### config.mk
export PLATFORM = sky130hd
export DESIGN_NAME = cpu_bus_bridge
export DESIGN_NICKNAME = d
export VERILOG_FILES = /design/src/rtl/bus_pkg.sv /design/src/rtl/bus_addr_decode.sv /design/src/rtl/cpu_bus_bridge.sv
export SDC_FILE = /design/constraint.sdc
export NUM_CORES = 1
export LEC_CHECK = 0
export BUFFER_PORTS_ARGS = -buffer_cell sky130_fd_sc_hd__buf_2
export CORE_AREA = 2 2 105 107
export CTS_BUF_LIST = sky130_fd_sc_hd__clkbuf_16
export DETAILED_ROUTE_END_ITERATION = 8
export DIE_AREA = 0 0 107 109
export PLACE_DENSITY_LB_ADDON = 0.3
export SLEW_MARGIN = 20
export SYNTH_ARGS = -nofsm -noshare
export SYNTH_HDL_FRONTEND = slang
export SYNTH_SLANG_ARGS = --single-unit
export TNS_END_PERCENT = 30
### constraint.sdc
create_clock -name clk -period 4 [get_ports clk]
set_input_delay 0.4 -clock clk [delete_from_list [all_inputs] [get_ports clk]]
set_output_delay 0.4 -clock clk [all_outputs]
set_load 0.02 [all_outputs]
### src/rtl/bus_pkg.sv
// Shared definitions for peripheral bus masters: address map constants,
// slave numbering and the bridge FSM state encoding.
package bus_pkg;

  localparam logic [15:0] BASE_HI_DEF = 16'h4000;

  // Slave 0 is the GPIO block; the remaining indices are reserved.
  localparam int unsigned SLV_GPIO = 0;

  localparam int unsigned SLV_ADDR_W = 3;
  localparam int unsigned SLV_IDX_W  = 4;
  localparam int unsigned WAIT_CNT_W = 3;

  typedef enum logic [1:0] {
    ST_IDLE   = 2'd0,
    ST_ACCESS = 2'd1,
    ST_RESP   = 2'd2
  } bus_state_e;

endpackage

### src/rtl/bus_addr_decode.sv
// Combinational address decoder: byte address -> mapped flag, slave index
// and word offset within the slave. Shared by all peripheral bus masters.
module bus_addr_decode
  import bus_pkg::*;
#(
  parameter int unsigned NUM_SLAVES = 4,
  parameter logic [15:0] BASE_HI    = BASE_HI_DEF
) (
  input  logic [31:0]           req_addr,
  output logic                  mapped,
  output logic [SLV_IDX_W-1:0]  idx,
  output logic [SLV_ADDR_W-1:0] word_off
);

  // Bits [11:5] and [1:0] alias: slaves only decode a word offset.
  logic unused_addr_bits;
  assign unused_addr_bits = ^{req_addr[11:5], req_addr[1:0]};

  assign idx      = req_addr[15:12];
  assign word_off = req_addr[4:2];
  assign mapped   = (req_addr[31:16] == BASE_HI) && (32'(idx) < NUM_SLAVES);

endmodule

### src/rtl/cpu_bus_bridge.sv
// CPU data port to peripheral slave bus bridge: one transaction at a time,
// fixed-length access window with a single-cycle ce/we strobe at its end.
module cpu_bus_bridge
  import bus_pkg::*;
#(
  parameter int unsigned NUM_SLAVES  = 4,
  parameter int unsigned WAIT_STATES = 0,
  parameter logic [15:0] BASE_HI     = BASE_HI_DEF
) (
  input  logic                    clk,
  input  logic                    rst,
  // Handshakes: a request transfers on a rising edge where req_valid and
  // req_ready are both high; a response transfers where rsp_valid and
  // rsp_ready are both high. rsp_ready outside RESP has no effect.
  input  logic                    req_valid,
  output logic                    req_ready,
  input  logic                    req_we,
  input  logic [31:0]             req_addr,
  input  logic [31:0]             req_wdata,
  output logic                    rsp_valid,
  input  logic                    rsp_ready,
  output logic [31:0]             rsp_rdata,
  output logic                    rsp_err,
  output logic [NUM_SLAVES-1:0]   ce,
  output logic                    we,
  output logic [SLV_ADDR_W-1:0]   addr,
  output logic [31:0]             din,
  input  logic [32*NUM_SLAVES-1:0] slv_dout,
  output bus_state_e              dbg_state_o
);

  localparam logic [WAIT_CNT_W-1:0] LAST_CNT = WAIT_CNT_W'(WAIT_STATES);

  bus_state_e              state_q, state_d;
  logic [WAIT_CNT_W-1:0]   cnt_q, cnt_d;
  logic                    we_q, we_d;
  logic [SLV_ADDR_W-1:0]   addr_q, addr_d;
  logic [31:0]             din_q, din_d;
  logic [SLV_IDX_W-1:0]    idx_q, idx_d;
  logic [31:0]             rdata_q, rdata_d;
  logic                    err_q, err_d;

  logic                    dec_mapped;
  logic [SLV_IDX_W-1:0]    dec_idx;
  logic [SLV_ADDR_W-1:0]   dec_off;
  logic                    access_last;
  logic                    strobe;
  logic [31:0]             sel_dout;

  bus_addr_decode #(
    .NUM_SLAVES (NUM_SLAVES),
    .BASE_HI    (BASE_HI)
  ) u_decode (
    .req_addr (req_addr),
    .mapped   (dec_mapped),
    .idx      (dec_idx),
    .word_off (dec_off)
  );

  assign access_last = (state_q == ST_ACCESS) && (cnt_q == LAST_CNT);
  // Gated by rst so a reset mid-access drops the strobe in the same cycle.
  assign strobe      = access_last && !rst;

  always_comb begin
    sel_dout = '0;
    for (int i = 0; i < int'(NUM_SLAVES); i++) begin
      if (idx_q == SLV_IDX_W'(i)) sel_dout = slv_dout[32*i +: 32];
    end
  end

  always_comb begin
    ce = '0;
    for (int i = 0; i < int'(NUM_SLAVES); i++) begin
      ce[i] = strobe && (idx_q == SLV_IDX_W'(i));
    end
  end

  assign we          = strobe && we_q;
  assign addr        = addr_q;
  assign din         = din_q;
  assign req_ready   = (state_q == ST_IDLE) && !rst;
  assign rsp_valid   = (state_q == ST_RESP);
  assign rsp_rdata   = rdata_q;
  assign rsp_err     = err_q;
  assign dbg_state_o = state_q;

  always_comb begin
    state_d = state_q;
    cnt_d   = cnt_q;
    we_d    = we_q;
    addr_d  = addr_q;
    din_d   = din_q;
    idx_d   = idx_q;
    rdata_d = rdata_q;
    err_d   = err_q;
    unique case (state_q)
      ST_IDLE: begin
        if (req_valid) begin
          we_d    = req_we;
          addr_d  = dec_off;
          din_d   = req_wdata;
          idx_d   = dec_idx;
          cnt_d   = '0;
          rdata_d = '0;
          err_d   = !dec_mapped;
          // Unmapped requests skip the bus entirely and answer with an error.
          state_d = dec_mapped ? ST_ACCESS : ST_RESP;
        end
      end
      ST_ACCESS: begin
        if (access_last) begin
          if (!we_q) rdata_d = sel_dout;
          cnt_d   = '0;
          state_d = ST_RESP;
        end else begin
          cnt_d = cnt_q + 1'b1;
        end
      end
      ST_RESP: begin
        if (rsp_ready) state_d = ST_IDLE;
      end
      default: state_d = ST_IDLE;
    endcase
  end

  always_ff @(posedge clk) begin
    if (rst) begin
      state_q <= ST_IDLE;
      cnt_q   <= '0;
      we_q    <= 1'b0;
      addr_q  <= '0;
      din_q   <= '0;
      idx_q   <= '0;
      rdata_q <= '0;
      err_q   <= 1'b0;
    end else begin
      state_q <= state_d;
      cnt_q   <= cnt_d;
      we_q    <= we_d;
      addr_q  <= addr_d;
      din_q   <= din_d;
      idx_q   <= idx_d;
      rdata_q <= rdata_d;
      err_q   <= err_d;
    end
  end

endmodule

==> results_dict.tcl <==
set metrics [dict create \
    antenna_found_initial 0 \
    core_um2 10600 \
    first_pass_iters 4 \
    num_vias 4004 \
    synth.distinct_cells 38 \
    dp_hpwl_mm 8.97 \
    syn2layout_area_growth_pct 44.2 \
    synth.mux.area_fraction_pct 18.8 \
    htreeDepth 3 \
    slew_viol_final 0 \
    end_kind "output pin" \
    grt_pass1_wl_mm 18.0 \
    synth_edf_count 0 \
    synth_top_family_by_area "compound AO/OA/AOI/OAI gates" \
    numCtsBuffers 9 \
    viasPerCell 4.96 \
    crit_fanout 47 \
    setup.worst_path.start_class "flip-flop" \
    cts_tree "built" \
    drc 0 \
    post_cts_buffers 0 \
    port_buffers 264 \
    leakagePower_uw 0.00259 \
    grt_max_degree 48 \
    seq_area_frac_synth_pct 40.7 \
    root_buffer "clkbuf_16" \
    drive_above_1_share_pct 54.2 \
    rsz0062_at_grt "no" \
    worst_r2r_path_depth 4 \
    clockBufferDepth 2 \
    path_class "flip-flop to output pin" \
    layout_common_cells "buf_2, nand2_1, dfxtp_1" \
    min_period_ns 2.34 \
    power.density_nw_per_um2 376 \
    yosysTopAreaCell "dfxtp_1" \
    path_clk_slew_ns 0.06 \
    maxCapViolCount 0 \
    die_x_um 107 \
    start_util_pct 36.1 \
    p_sw_share_pct 23.9 \
    io_pins 274 \
    place_congestion 0.782 \
    synthArstFlopShare_pct 0 \
    ir_worst_vdd_uv 280 \
    worst_pin_slew_ns 1.02 \
    seq_power_share_pct 39.8 \
    hold_viol 0 \
    crit_cells 3 \
    startpoint "idx_q[0]" \
    busiest_layer "met2" \
    timing.fmax_mhz 427 \
    use_met2_pct 35.5 \
    ys_seq_elements 78 \
    timing.final.crit_share_pct 58.5 \
    slew_headroom_pct 31.8 \
    crit_required_ns 3.60 \
    drt_wl_total_mm 11.8 \
    synth_xor_area_share_pct 0 \
    timing.rr.start "dbg_state_o[0]" \
    use_met1_pct 21.4 \
    crit_family "flip-flops" \
    synthFlopType "dfxtp_1" \
    hold_buffers 0 \
    drt-initial-drc-count 100 \
    yosysWarnings 0 \
    final_common_cell "buf_2" \
    fin_worst_skew_ns 0.00753 \
    slowest_delay_ns 1.00 \
    ant_nets 0 \
    combPwrFrac_pct 16.2 \
    die_y_um 109 \
    synthSimpleGateAreaFrac_pct 13.3 \
    setup_viol 0 \
    regToRegSetupSlack_ns 1.71 \
    setup_tns_ns 0 \
    hp-class "primary input to flip-flop" \
    netlist_area_um2 3830 \
    fill_cells 1005 \
    grt_pass1_vias 3907 \
    globalRoute.totalOverflow 0 \
    cp.arrival_ns 1.94 \
    timing.rr.end "rsp_rdata[29]" \
    avgSynthCellArea_um2 9.19 \
    synth_compound_area_share_pct 20.6 \
    cpMaxStageDelayCell "dfxtp_2" \
    cts.sinks 78 \
    grt_usage_pct 19.4 \
    syn-num-nets 616 \
    fin_util_pct 52.1 \
    clk_latency_ns 0.33 \
    pwr-share-clk_pct 44.1 \
    p_sw_uw 497 \
    crit_chain "inv_2 > nor4_1 > buf_2" \
    hold_depth 3 \
    endpoint "ce[1]" \
    p_int_uw 1580 \
    fp.dieArea_um2 11700 \
    wl_per_cell_um 14.6 \
    synth_top_area_share_pct 40.7 \
    cts_resized 0 \
    crit_buf_inv 2 \
    status "complete, no violations" \
    syn-instance-count 417 \
    synthTopCellsByArea "dfxtp_1, mux2_2, nand2_1, o2bb2ai_1, a21oi_1" \
    use_met3_pct 5.80 \
    synthAdderAreaFrac_pct 0.653 \
    core.rowCount 38 \
    nNetsFinal 861 \
]
==> stage by stage <==
stage          cells  setup slack [ns]  area [um^2]  hold slack, ns  total power [uW]
2_1_floorplan    417              2.01         3830           0.440              1040
3_3_place_gp     791              1.71         5190           0.440              1170
3_5_place_dp     791              1.67         5190           0.443              1180
4_1_cts          806              1.64         5530           0.291              2110
5_1_grt          806              1.48         5530           0.302              2170
6_report         807              1.66         5530           0.309              2080
==> logic make-up (layout without fill, tap and decap cells) <==
kind of cell             Yosys count  after routing
flip-flops                        78             78
AND/OR/NAND/NOR                  114            114
other                              0              1
AO/OA/AOI/OAI                    116            116
adder cells (fa/ha/maj)            2              2
buffers and inverters             43            292
multiplexers                      64             64
==> sequential cells by signal, summed over array words and instances (netlist names) <==
register and count:
idx_q 4, cnt_q 3, dbg_state_o 2, rsp_rdata 32
we_q 1, addr 3, rsp_err 1, din 32
==> cells in the mapped netlist (all sizes together), types with 3 or more instances <==
cell	n
buf	24
mux2	64
clkbuf	14
nor3	4
nand2	82
nor2	5
o22ai	32
nor2b	3
inv	5
o21ai	3
o2bb2ai	31
a21oi	44
dfxtp	78
nor4	6
==> layer usage <==
metal,up-vias,share of wire (%)
met5,-,0
met4,0,1.1
met3,12,7.0
met2,157,51
met1,1835,40
li1,2000,-
==> power by group through the flow <==
stage	Combinational, uW	Clock, uW	Sequential [uW]
6_report	336	916	827
5_1_grt	368	973	831
3_5_place_dp	339	0	844
2_1_floorplan	183	0	860
4_1_cts	339	944	827
3_3_place_gp	328	0	842
==> worst register-to-register path: stages, from the launching register on <==
cell and delay [ns]:
dfxtp_1 0.56, and3b_2 0.34, nand4b_1 0.68, buf_4 0.49, o2bb2ai_1 0.15
==> how the worst min path moves through the flow <==
stage                       start       endpoint  slack, ns
global placement          din[15]        din[15]       0.44
floorplan                idx_q[2]       idx_q[2]       0.44
finish              req_wdata[15]        din[15]       0.31
global route         req_addr[12]       idx_q[0]       0.30
detailed placement  rsp_rdata[13]  rsp_rdata[13]       0.44
CTS                  req_wdata[4]         din[4]       0.29
==> final cells by class <==
class	instances	area, um^2	area share (%)
multi-input cells	296	2050	37.1
flip-flops and latches	78	1560	28.3
repair buffers	272	1380	25.0
clock buffers	9	225	4.07
well taps	140	175	3.17
clock inverters	6	111	2.01
inverters	5	18.8	0.340
diodes	1	2.50	0.0453
Note: power is estimated with default switching activity, not from simulation.
